===== src/rtl/pwm_pkg.sv =====
// Shared constants and helpers for the multi-channel PWM block.
// Holds the mode and direction encodings and the duty-bus slice helper.
package pwm_pkg;

    localparam logic MODE_EDGE   = 1'b0;
    localparam logic MODE_CENTER = 1'b1;

    localparam logic DIR_UP   = 1'b0;
    localparam logic DIR_DOWN = 1'b1;

    // LSB position of channel ch inside the flattened duty bus.
    function automatic int duty_lsb(input int ch, input int width);
        return ch * width;
    endfunction

endpackage


===== src/rtl/pwm_channel.sv =====
// One PWM channel: shadow/active duty and polarity, compare, output flop.
// Ports: clk, reset, enable, count, load_shadow, transfer, duty_in, pol_in -> pwm.
module pwm_channel
    import pwm_pkg::*;
#(
    parameter int WIDTH = 8
) (
    input  logic             clk,
    input  logic             reset,
    input  logic             enable,
    input  logic [WIDTH-1:0] count,
    input  logic             load_shadow,
    input  logic             transfer,
    input  logic [WIDTH-1:0] duty_in,
    input  logic             pol_in,
    output logic             pwm
);

    logic [WIDTH-1:0] duty_sh_q, duty_sh_d;
    logic [WIDTH-1:0] duty_act_q, duty_act_d;
    logic             pol_sh_q, pol_sh_d;
    logic             pol_act_q, pol_act_d;
    logic             pwm_q, pwm_d;

    always_comb begin
        duty_sh_d  = duty_sh_q;
        pol_sh_d   = pol_sh_q;
        duty_act_d = duty_act_q;
        pol_act_d  = pol_act_q;
        if (load_shadow) begin
            duty_sh_d = duty_in;
            pol_sh_d  = pol_in;
        end
        // Transfer takes the shadow as it was before this cycle's load.
        if (transfer) begin
            duty_act_d = duty_sh_q;
            pol_act_d  = pol_sh_q;
        end
        if (enable) begin
            pwm_d = (count < duty_act_q) ^ pol_act_q;
        end else begin
            pwm_d = pol_act_q;
        end
    end

    always_ff @(posedge clk) begin
        if (reset) begin
            duty_sh_q  <= '0;
            duty_act_q <= '0;
            pol_sh_q   <= 1'b0;
            pol_act_q  <= 1'b0;
            pwm_q      <= 1'b0;
        end else begin
            duty_sh_q  <= duty_sh_d;
            duty_act_q <= duty_act_d;
            pol_sh_q   <= pol_sh_d;
            pol_act_q  <= pol_act_d;
            pwm_q      <= pwm_d;
        end
    end

    assign pwm = pwm_q;

endmodule


===== src/rtl/pwm_multichannel.sv =====
// Multi-channel PWM: shared edge/center timebase, double-buffered settings.
// Ports: clk, reset, enable, center, period, duty, polarity, update -> pwm, count, period_end, update_pending.
module pwm_multichannel
    import pwm_pkg::*;
#(
    parameter int WIDTH    = 8,
    parameter int CHANNELS = 4
) (
    input  logic                      clk,
    input  logic                      reset,
    input  logic                      enable,
    input  logic                      center,
    input  logic [WIDTH-1:0]          period,
    input  logic [CHANNELS*WIDTH-1:0] duty,
    input  logic [CHANNELS-1:0]       polarity,
    input  logic                      update,
    output logic [CHANNELS-1:0]       pwm,
    output logic [WIDTH-1:0]          count,
    output logic                      period_end,
    output logic                      update_pending
);

    localparam logic [WIDTH-1:0] ONE = WIDTH'(1);

    logic [WIDTH-1:0] count_q, count_d;
    logic             dir_q, dir_d;
    logic [WIDTH-1:0] per_sh_q, per_sh_d;
    logic [WIDTH-1:0] per_act_q, per_act_d;
    logic             ctr_sh_q, ctr_sh_d;
    logic             ctr_act_q, ctr_act_d;
    logic             pend_q, pend_d;
    logic             pe_q, pe_d;
    logic             boundary;
    logic             transfer;

    always_comb begin
        boundary = 1'b0;
        if (enable) begin
            if (per_act_q == '0) begin
                boundary = 1'b1;
            end else if (ctr_act_q == MODE_EDGE) begin
                boundary = (count_q == per_act_q);
            end else begin
                // With P=1 the peak is also the last down-count value.
                boundary = (count_q == ONE) &&
                           (dir_q == DIR_DOWN || per_act_q == ONE);
            end
        end

        // While disabled the shadow drains every cycle.
        transfer = pend_q && (boundary || !enable);

        count_d = count_q;
        dir_d   = dir_q;
        if (!enable || boundary) begin
            count_d = '0;
            dir_d   = DIR_UP;
        end else if (ctr_act_q == MODE_EDGE) begin
            count_d = count_q + ONE;
            dir_d   = DIR_UP;
        end else if (dir_q == DIR_UP) begin
            if (count_q >= per_act_q) begin
                count_d = count_q - ONE;
                dir_d   = DIR_DOWN;
            end else begin
                count_d = count_q + ONE;
            end
        end else begin
            count_d = count_q - ONE;
        end

        per_sh_d = update ? period : per_sh_q;
        ctr_sh_d = update ? center : ctr_sh_q;

        per_act_d = transfer ? per_sh_q : per_act_q;
        ctr_act_d = transfer ? ctr_sh_q : ctr_act_q;

        if (update) begin
            pend_d = 1'b1;
        end else if (transfer) begin
            pend_d = 1'b0;
        end else begin
            pend_d = pend_q;
        end

        pe_d = boundary;
    end

    always_ff @(posedge clk) begin
        if (reset) begin
            count_q   <= '0;
            dir_q     <= DIR_UP;
            per_sh_q  <= '0;
            per_act_q <= '0;
            ctr_sh_q  <= MODE_EDGE;
            ctr_act_q <= MODE_EDGE;
            pend_q    <= 1'b0;
            pe_q      <= 1'b0;
        end else begin
            count_q   <= count_d;
            dir_q     <= dir_d;
            per_sh_q  <= per_sh_d;
            per_act_q <= per_act_d;
            ctr_sh_q  <= ctr_sh_d;
            ctr_act_q <= ctr_act_d;
            pend_q    <= pend_d;
            pe_q      <= pe_d;
        end
    end

    for (genvar i = 0; i < CHANNELS; i++) begin : g_ch
        pwm_channel #(
            .WIDTH(WIDTH)
        ) u_ch (
            .clk        (clk),
            .reset      (reset),
            .enable     (enable),
            .count      (count_q),
            .load_shadow(update),
            .transfer   (transfer),
            .duty_in    (duty[duty_lsb(i, WIDTH) +: WIDTH]),
            .pol_in     (polarity[i]),
            .pwm        (pwm[i])
        );
    end

    assign count          = count_q;
    assign period_end     = pe_q;
    assign update_pending = pend_q;

endmodule


===== config.mk =====
export PLATFORM = sky130hd
export DESIGN_NAME = pwm_multichannel
export DESIGN_NICKNAME = d
export VERILOG_FILES = /design/src/rtl/pwm_pkg.sv /design/src/rtl/pwm_channel.sv /design/src/rtl/pwm_multichannel.sv
export SDC_FILE = /design/constraint.sdc
export NUM_CORES = 1
export LEC_CHECK = 0
export CAP_MARGIN = 30
export CORE_UTILIZATION = 40
export CTS_CLUSTER_SIZE = 14
export DETAILED_ROUTE_END_ITERATION = 8
export GPL_ROUTABILITY_DRIVEN = 0
export GPL_TIMING_DRIVEN = 0
export MAX_ROUTING_LAYER = met4
export PLACE_DENSITY_LB_ADDON = 0.25
export SETUP_SLACK_MARGIN = 0.4
export SYNTH_ARGS = -nofsm -noshare
export SYNTH_HDL_FRONTEND = slang
export SYNTH_HIERARCHICAL = 1
export SYNTH_SLANG_ARGS = --single-unit

===== constraint.sdc =====
create_clock -name clk -period 3.88 [get_ports clk]
set_clock_uncertainty 0.1 [all_clocks]
set_input_delay 1.164 -clock clk [delete_from_list [all_inputs] [get_ports clk]]
set_output_delay 1.164 -clock clk [all_outputs]
set_load 0.03 [all_outputs]

==> results.md, run 1 <==
- Status: finished clean
- Setup Total Neg Slack: 0 ns
- CP Max Fanout: 12
- Post-route cell area: 6110 µm²
- Reg-to-Reg Start: count[5]
- Max incr delay on CP: 0.61 ns
- Grt total ovfl: 0
- Leakage power: 2.51 nW
- CP bufs+invs: 3
- Core area: 12,100 µm²
- Clock root buffer: clkbuf_16
- CTS tree: built
- Worst Setup SP: count[5]
- H-Tree Depth: 3
- 1st-pass router iterations: 4
- Worst skew pair latency: 0.35 ns
- Ordered list of cells on the worst path: or4_1 -> or4_1 -> o221a_2 -> a21bo_1 -> buf_6 -> inv_1 -> buf_2 -> mux2i_1 -> nor2_1
- WP depth: 9
- Top Ports: 63
- EDFF count, synth: 0
- Global-route usage over all layers: 17.9%
- Detail Route Antenna Nets: 0
- Worst hold-check path type: flop to flop
- Routed len/inst: 13.6 µm
- Routed vias/inst: 5.04
- Post-CTS setup buffers: 0
- YS warnings: 6
- Mapped Area: 5010 µm²
- CTS buffer count: 9
- Starting Density: 41.4%
- Crit start category: flop
- Worst slew margin: 41.5%
- Top cell type's share of synthesized area: 42.0%
- DP HPWL: 7.69 mm
- N_diodes: 0
- Vias in the first global route: 3,721
- Synthesized net count: 612
- Final nets: 684
- Area contributors post-synth: dfxtp_1, mux2i_1, ha_1
- Slew @ Worst Pin: 0.864 ns
- Post-synthesis area per instance: 9.56 µm²
- Final setup violation count: 0
- CTS clk-pin slew, worst paths: 0.07 ns
- PostCTS Resize Cnt: 0
- Share of post-route cells with drive strength above 1: 5.84%
- Max Slew Vio Count: 0
- PortBufs: 61
- Placed cell areas: 5830 µm²
- Clock tree buffer depth: 2
- First-pass GRT wire length: 17.5 mm
- Detailed-route via count: 3,869
- Fin crit share: 83.2%
- CP max stage cell: or4_1
- Initial antenna violation count: 0
- Most common flop cell mapped by yosys: dfxtp_1
- CP delay by family, top: simple AND/OR/NAND/NOR gates
- Die Ht: 114 µm
- Worst r2r dst: g_ch[1].u_ch/duty_act_q[1]
- Max Freq: 310 MHz
- Yosys cell types: 39
- Final core occ: 50.5%
- DRC: 0
- Unrepaired setup endpoints after global routing: no
- Worst reg2reg setup slack: 0.65 ns
- Max-cap violations: 0
- Die width: 114 µm
- Crit path kind: flop to flop
- Power per Cell Area: 373 nW/µm²
- Final hold slack: 0.394 ns
- Critical Path End: g_ch[1].u_ch/duty_act_q[1]
- Cell mode on critical path: or4_1
- Area grow syn2layout: 22.1%
- Iter 0 DRT Violations: 154
- Largest net degree at the start of global routing: 16
- Seq cells post-synth: 105
- Number of hold violations in the final report: 0
- Die ar.: 13,000 µm²
- WP data arrival: 3.35 ns
- Post-layout minimum cycle time: 3.23 ns
- Post-cts hold buffer count: 0
- Core Rows: 40
- Leading area contributor after synthesis: dfxtp_1
- Reg2reg path depth: 9
- CTS sink count: 105
- Worst EP required: 4.00 ns
- Cell count after synthesis: 524
- Total power: 2.28 mW
- Final WL: 10.5 mm
- Crit. End Element: flop
- Register area share after synthesis: 42.0%
- Ys async rst share: 0%
- VDD IR max: 166 µV
==> cell usage in the layout, fill, tap and decap left out, drive strengths merged, types with 13 or more instances in the layout <==
master         synthesis  final
nor2                 100    100
clkdlybuf4s50          0     61
clkbuf                 3     14
dfxtp                105    105
buf                   18     18
mux2i                 90     90
ha                    39     39
inv                   39     39
nor3                  14     14
o21ai                 13     13
==> where the power goes <==
group	internal [mW]	leakage [nW]	switching (mW)
Clock	0.509	0.137	0.372
Combinational	0.133	1.52	0.119
Sequential	1.12	0.858	0.0258
Total	1.77	2.51	0.517
==> sequential cells by signal (all words and copies together) (netlist names), 4 cells and up <==
register,flops
count,8
g_ch.u_ch/duty_act_q,32
g_ch.u_ch/duty_sh_q,32
g_ch.u_ch/pol_act_q,4
g_ch.u_ch/pol_sh_q,4
g_ch.u_ch/pwm,4
per_act_q,8
per_sh_q,8
==> Yosys cell counts (7+ instances only) <==
master / count
dfxtp_1: 105
mux2i_1: 90
ha_1: 39
buf_2: 12
nand2b_1: 9
o21ai_0: 13
nor3_1: 14
inv_1: 39
a21oi_1: 9
nand2_1: 7
nor2_1: 100
o21a_1: 8
==> layer usage <==
| metal | GRT usage, % | vias to the layer above | wire, µm | part of all wire [%] |
|---|---|---|---|---|
| li1 | - | 1971 | - | - |
| met1 | 21.5 | 1825 | 4790 | 46 |
| met2 | 29.3 | 58 | 5170 | 49 |
| met3 | 4.36 | 15 | 316 | 3.0 |
| met4 | 5.97 | 0 | 187 | 1.8 |
| met5 | - | - | 0 | 0 |
==> tightest hold or removal path: cells and delay by family, from the launching register on <==
| kind | cells | cell delay, ns |
|---|---|---|
| flops | 1 | 0.33 |
| simple gates | 1 | 0.07 |
| mux | 1 | 0.06 |
==> how the worst min path moves through the flow <==
stage / startpoint / end / slack [ns] / cells past startpoint
after floorplan: ctr_sh_q / ctr_act_q / 0.36 / 2
after global placement: g_ch[1].u_ch/duty_act_q[1] / g_ch[1].u_ch/duty_act_q[1] / 0.37 / 2
after detailed placement: g_ch[2].u_ch/pol_sh_q / g_ch[2].u_ch/pol_act_q / 0.38 / 2
after CTS: g_ch[3].u_ch/duty_act_q[7] / g_ch[3].u_ch/duty_act_q[7] / 0.40 / 2
after global routing: per_sh_q[2] / per_sh_q[2] / 0.42 / 2
final: g_ch[2].u_ch/duty_act_q[3] / g_ch[2].u_ch/duty_act_q[3] / 0.39 / 2
==> cells by family after synthesis <==
logic type	share of synthesized area, %
xor gates and xnor gates	0.175
and+or+nand+nor	16.4
DFF	42.0
adders and majority gates	9.74
muxes	18.0
AOI/OAI and AO/OA	8.77
buffers and inverters	4.95
==> final cells by class <==
type | count | area (µm²)
Clock buffer | 11 | 243
Fill cell | 1156 | 6000
Tap cell | 168 | 210
Timing Repair Buffer | 61 | 611
Inverter | 39 | 146
Multi-Input combinational cell | 359 | 2660
Clock inverter | 3 | 42.5
Buffer | 21 | 101
Sequential cell | 105 | 2100
==> through the flow <==
step / instances / worst slack [ns]
floorplan: 524 / 0.977
global placement: 753 / 0.699
detailed placement: 753 / 0.667
CTS: 767 / 0.650
global route: 767 / 0.476
finish: 767 / 0.650
(Power assumes the default switching activity.)
==> run 2, diff against run 1 <==
==> constraint.sdc (replaced) <==
create_clock -name clk -period 2.72 [get_ports clk]
set_clock_uncertainty 0.1 [all_clocks]
set_input_delay 0.816 -clock clk [delete_from_list [all_inputs] [get_ports clk]]
set_output_delay 0.816 -clock clk [all_outputs]
set_load 0.03 [all_outputs]
==> run 2 against run 1 <==
Against the previous run:
- maximum frequency is 25% higher
- wire length grew 8.8%
- register-to-register slack got worse by 0.51 ns
- clock power increased by 45%
- critical endpoint is now g_ch[0].u_ch/duty_act_q[3]
==> results.md, run 2 (synthesis gave the netlist of run 1 again) <==
- Status: finished clean (unchanged)
- Most common cell after layout, fill and taps aside: nor2_1 (was dfxtp_1)
- Post-cts hold buffer count: 0 (unchanged)
- Power per Cell Area: 514 nW/µm² (was 373 nW/µm²)
- Post-route cell area: 6480 µm² (was 6110 µm²)
- Share of post-route cells with drive strength above 1: 11.6% (was 5.84%)
- WP data arrival: 2.70 ns (was 3.35 ns)
- Final core occ: 53.5% (was 50.5%)
- Slew @ Worst Pin: 0.731 ns (was 0.864 ns)
- Top Ports: 63 (unchanged)
- DP Worst Slack: -0.0121 ns (was 0.667 ns)
- Grt total ovfl: 0 (unchanged)
- Placed cell areas: 5900 µm² (was 5830 µm²)
- Crit path kind: flop to flop (unchanged)
- DRC: 0 (unchanged)
- CTS tree: built (unchanged)
- DP HPWL: 7.89 mm (was 7.69 mm)
- Detail Route Antenna Nets: 0 (unchanged)
- Initial antenna violation count: 0 (unchanged)
- 1st-pass router iterations: 4 (unchanged)
- Fin crit share: 94.7% (was 83.2%)
- CTS sink count: 105 (unchanged)
- Routed len/inst: 14.6 µm (was 13.6 µm)
- Crit. End Element: flop (unchanged)
- Final setup violation count: 0 (unchanged)
- Largest net degree at the start of global routing: 16 (unchanged)
- Hold depth: 2 (unchanged)
- Starting Density: 41.4% (unchanged)
- Final WL: 11.4 mm (was 10.5 mm)
- Hold Path Sink: g_ch[0].u_ch/duty_sh_q[5] (was g_ch[2].u_ch/duty_act_q[3])
- Final hold slack: 0.393 ns (was 0.394 ns)
- First-pass GRT wire length: 19.0 mm (was 17.5 mm)
- Final nets: 696 (was 684)
- Worst setup margin: 0.144 ns (was 0.650 ns)
- Max Slew Vio Count: 0 (unchanged)
- CP Max Fanout: 8 (was 12)
- Commonest cells after routing, fill and taps aside: nor2_1, dfxtp_1, mux2i_1, clkdlybuf4s50_1, ha_1 (was dfxtp_1, nor2_1, mux2i_1, clkdlybuf4s50_1)
- Die width: 114 µm (unchanged)
- Global-route usage over all layers: 19.2% (was 17.9%)
- CTS buffer count: 9 (unchanged)
- Die ar.: 13,000 µm² (unchanged)
- VDD IR max: 418 µV (was 166 µV)
- Layout Cells excl Fill: 781 (was 767)
- Post-layout minimum cycle time: 2.58 ns (was 3.23 ns)
- Detailed-route via count: 3,945 (was 3,869)
- DR WL met3: 483 µm (was 316 µm)
- Area grow syn2layout: 29.5% (was 22.1%)
- Worst r2r dst: g_ch[0].u_ch/duty_act_q[3] (was g_ch[1].u_ch/duty_act_q[1])
- Number of hold violations in the final report: 0 (unchanged)
- Clock tree buffer depth: 2 (unchanged)
- Worst skew pair latency: 0.34 ns (was 0.35 ns)
- Routed length on met1: 5.22 mm (was 4.79 mm)
- H-Tree Depth: 3 (unchanged)
- DR top layer: met4 (unchanged)
- Max-cap violations: 0 (unchanged)
- Iter 0 DRT Violations: 154 (unchanged)
- Met2 WL: 5.50 mm (was 5.17 mm)
- Dpl cells: 753 (unchanged)
- Vias in the first global route: 4,023 (was 3,721)
- Core Rows: 40 (unchanged)
- Crit start category: flop (unchanged)
- Routed vias/inst: 5.05 (was 5.04)
- Clock root buffer: clkbuf_16 (unchanged)
- Leakage power: 2.73 nW (was 2.51 nW)
- Reg2reg path depth: 9 (unchanged)
- Core area: 12,100 µm² (unchanged)
- N_diodes: 0 (unchanged)
- Unrepaired setup endpoints after global routing: yes (was no)
- Worst reg2reg setup slack: 0.14 ns (was 0.65 ns)
- Max Freq: 388 MHz (was 310 MHz)
- Top flop regs: g_ch.u_ch/duty_act_q x32, g_ch.u_ch/duty_sh_q x32 (unchanged)
- Die Ht: 114 µm (unchanged)
- PortBufs: 61 (unchanged)
- CTS clk-pin slew, worst paths: 0.07 ns (about the same)
- Worst slew margin: 51.3% (was 41.5%)
- Setup Total Neg Slack: 0 ns (unchanged)
- Worst hold start: g_ch[0].u_ch/duty_sh_q[5] (was g_ch[2].u_ch/duty_act_q[3])
- Worst hold-check path type: flop to flop (unchanged)
- Reg-to-Reg Start: count[4] (was count[5])
- Worst EP required: 2.84 ns (was 4.00 ns)
- Total power: 3.34 mW (was 2.28 mW)
## run 2: changes by cell type in the layout (fill, tap and decap cells not counted), sizes merged
| cell | delta |
|---|---|
| buf | +9 |
| clkdlybuf4s50 | -11 |
| clkinv | +2 |
| clkbuf | +5 |
| inv | -1 |
| clkinvlp | -1 |
| dlygate4sd2 | +8 |
| dlymetal6s2s | +3 |
## run 2: repair_timing
item,4_1_cts,5_1_grt
buffers inserted,7,1
cloned,1,3
gates resized for setup,23,24
setup endpoints to repair,61,79
pin swaps,0,4
## run 2: final cells by class
class	instances	area, µm²
buffer	21	166
clock buffer	13	250
clock inverter	3	40.0
fill	1131	5630
inverter	39	173
multi-input combinational	359	2750
sequential	105	2130
tap	168	210
timing repair buffer	73	771
## run 2: critical path, cell delays in order (launching register included)
cell       delay (ns)
dfxtp_4          0.35
or4_4            0.53
or4_4            0.43
o221a_4          0.23
a21bo_1          0.21
buf_12           0.14
clkinv_16        0.07
buf_12           0.12
mux2i_2          0.20
nor2_1           0.05
## run 2: worst max-delay path by stage
stage               startpoint                          to  slack (ns)  depth (start not counted)
CTS                   count[4]  g_ch[2].u_ch/duty_act_q[2]        0.12                          9
finish                count[4]  g_ch[0].u_ch/duty_act_q[3]        0.14                          9
floorplan             count[4]  g_ch[0].u_ch/duty_act_q[0]        0.15                          9
global route          count[4]  g_ch[1].u_ch/duty_act_q[1]        0.05                          9
global placement         reset                   ctr_act_q       0.001                          4
detailed placement       reset                 per_sh_q[7]       -0.01                          4
## run 2: layer usage
layer | GRT usage (%) | up-vias
li1 | - | 1997
met1 | 23.0 | 1858
met4 | 6.58 | 0
met2 | 31.0 | 80
met5 | - | -
met3 | 5.26 | 10
## run 2: where the power goes
part,internal (mW),total (mW),switching [mW]
registers,1.60,1.64,0.0397
clock network,0.737,1.28,0.545
logic,0.229,0.417,0.188
==> run 3, diff against run 2 <==
--- a/config.mk
+++ b/config.mk
@@ -6,9 +6,10 @@
 export NUM_CORES = 1
 export LEC_CHECK = 0
 export CAP_MARGIN = 30
-export CORE_UTILIZATION = 40
+export CORE_UTILIZATION = 57
 export CTS_CLUSTER_SIZE = 14
 export DETAILED_ROUTE_END_ITERATION = 8
+export DONT_BUFFER_PORTS = 1
 export GPL_ROUTABILITY_DRIVEN = 0
 export GPL_TIMING_DRIVEN = 0
 export MAX_ROUTING_LAYER = met4
==> run 3 against run 2 <==
Against the previous run:
- combinational power decreased by 25%
- critical path depth is the same
- first-iteration DRC count fell by 3.2%
- total power down 11%
- hold slack improved by 0.0077 ns
- maximum frequency fell by 4.9%
- via count decreased by 4.0%
- global-route usage up 5.4 points
- clock power down 21%
- critical endpoint is now g_ch[1].u_ch/duty_act_q[2]
- largest cell class unchanged
==> results.md, run 3 (synthesis gave the netlist of run 1 again) <==
- Status: finished clean (unchanged)
- Post-layout minimum cycle time: 2.71 ns (was 2.58 ns)
- CTS tree: built (unchanged)
- WP data arrival: 2.86 ns (was 2.70 ns)
- Worst slew margin: 49.2% (was 51.3%)
- Max Slew Vio Count: 0 (unchanged)
- Starting Density: 60.1% (was 41.4%)
- Final setup violation count: 0 (unchanged)
- Initial antenna violation count: 0 (unchanged)
- Unrepaired setup endpoints after global routing: yes (unchanged)
- PortBufs: 0 (was 61)
- Grt total ovfl: 0 (unchanged)
- Die width: 95.7 µm (was 114 µm)
- Max-cap violations: 0 (unchanged)
- CP Max Fanout: 7 (was 8)
- Vias in the first global route: 3,688 (was 4,023)
- Routed len/inst: 16.5 µm (was 14.6 µm)
- Crit start category: flop (unchanged)
- CTS buffer count: 9 (unchanged)
- Routed vias/inst: 5.81 (was 5.05)
- Placed cell areas: 5210 µm² (was 5900 µm²)
- Area grow syn2layout: 12.6% (was 29.5%)
- Final nets: 630 (was 696)
- Most common cell after layout, fill and taps aside: nor2_1 (unchanged)
- Commonest cells after routing, fill and taps aside: nor2_1, dfxtp_1, mux2i_1, ha_1, inv_1 (was nor2_1, dfxtp_1, mux2i_1, clkdlybuf4s50_1, ha_1)
- H-Tree Depth: 3 (unchanged)
- Number of hold violations in the final report: 0 (unchanged)
- First-pass GRT wire length: 16.8 mm (was 19.0 mm)
- Core Rows: 33 (was 40)
- Die ar.: 9170 µm² (was 13,000 µm²)
- Detail Route Antenna Nets: 0 (unchanged)
- 1st-pass router iterations: 5 (was 4)
- CTS sink count: 105 (unchanged)
- Worst skew pair latency: 0.37 ns (was 0.34 ns)
- Worst hold-check path type: flop to flop (unchanged)
- Slew @ Worst Pin: 0.762 ns (was 0.731 ns)
- DP HPWL: 7.35 mm (was 7.89 mm)
- Global-route usage over all layers: 24.6% (was 19.2%)
- Worst EP required: 2.87 ns (was 2.84 ns)
- Detailed-route via count: 3,789 (was 3,945)
- Crit path kind: flop to flop (unchanged)
- Top Ports: 63 (unchanged)
- VDD IR max: 325 µV (was 418 µV)
- Leakage power: 2.35 nW (was 2.73 nW)
- Fin crit share: 99.6% (was 94.7%)
- Iter 0 DRT Violations: 149 (was 154)
- Final WL: 10.7 mm (was 11.4 mm)
- Post-cts hold buffer count: 0 (unchanged)
- Clock tree buffer depth: 2 (unchanged)
- DRC: 0 (unchanged)
- Core area: 8340 µm² (was 12,100 µm²)
- Max Freq: 369 MHz (was 388 MHz)
- Power per Cell Area: 528 nW/µm² (was 514 nW/µm²)
- Die Ht: 95.7 µm (was 114 µm)
- Total power: 2.98 mW (was 3.34 mW)
- CTS clk-pin slew, worst paths: 0.10 ns (was 0.07 ns)
- Crit. End Element: flop (unchanged)
- N_diodes: 0 (unchanged)
- Top flop regs: g_ch.u_ch/duty_act_q x32, g_ch.u_ch/duty_sh_q x32 (unchanged)
- Share of post-route cells with drive strength above 1: 11.5% (was 11.6%)
- Post-route cell area: 5640 µm² (was 6480 µm²)
- Clock root buffer: clkbuf_8 (was clkbuf_16)
- Largest net degree at the start of global routing: 19 (was 16)
run 3: what timing repair did:
action	CTS	global route
hold endpoints to repair	0	0
pin swaps	0	7
cloned	1	2
setup endpoints to repair	52	53
setup buffers	4	0
gates resized for setup	18	13
run 3: worst paths after layout:
| path | from | to | slack [ns] | cells after the start |
|---|---|---|---|---|
| setup / recovery | count[5] | g_ch[1].u_ch/duty_act_q[2] | 0.01 | 9 |
| hold reg to reg | g_ch[1].u_ch/duty_act_q[7] | g_ch[1].u_ch/duty_act_q[7] | 0.40 | 2 |
| setup reg to reg | count[5] | g_ch[1].u_ch/duty_act_q[2] | 0.01 | 9 |
| hold / removal | g_ch[1].u_ch/duty_act_q[7] | g_ch[1].u_ch/duty_act_q[7] | 0.40 | 2 |
run 3: routing by layer:
metal / part of all wire (%) / GRT usage, % / vias to the layer above / wire [µm]
li1: - / - / 1876 / -
met1: 45 / 29.1 / 1806 / 4870
met2: 49 / 42.1 / 92 / 5270
met3: 4.3 / 5.85 / 15 / 464
met4: 1.2 / 6.22 / 0 / 133
met5: 0 / - / - / 0
run 3: report_power, final:
| part | internal (mW) | total, mW | switching [mW] |
|---|---|---|---|
| logic | 0.156 | 0.312 | 0.156 |
| clock network | 0.461 | 1.01 | 0.554 |
| registers | 1.59 | 1.65 | 0.0548 |
run 3: stage by stage:
step	setup WS [ns]	instances	setup TNS (ns)	util, %	hold WS (ns)
2_1_floorplan	0.150	524	0	-	0.360
3_3_place_gp	-0.0244	629	-0.165	62.5	0.372
3_5_place_dp	-0.0624	629	-0.826	62.5	0.382
4_1_cts	-0.000346	650	-0.000346	66.3	0.405
5_1_grt	-0.0642	652	-0.626	67.6	0.425
6_report	0.0120	652	0	67.6	0.401
run 3: layout make-up:
class                      instances  area (µm²)
tap                              105         131
clock inverter                     6        72.6
buffer                            21         170
clock buffer                      10         138
fill                             648        2700
timing repair buffer               7         103
multi-input combinational        359        2720
sequential                       105        2130
inverter                          39         173
run 3: critical path, stage by stage (launching register included):
cell and delay [ns]:
dfxtp_4 0.44, or4_4 0.56, or4_4 0.43, o221a_4 0.24, a21bo_1 0.20, buf_12 0.14
clkinv_16 0.07, buf_12 0.12, mux2i_2 0.22, nor2_1 0.05
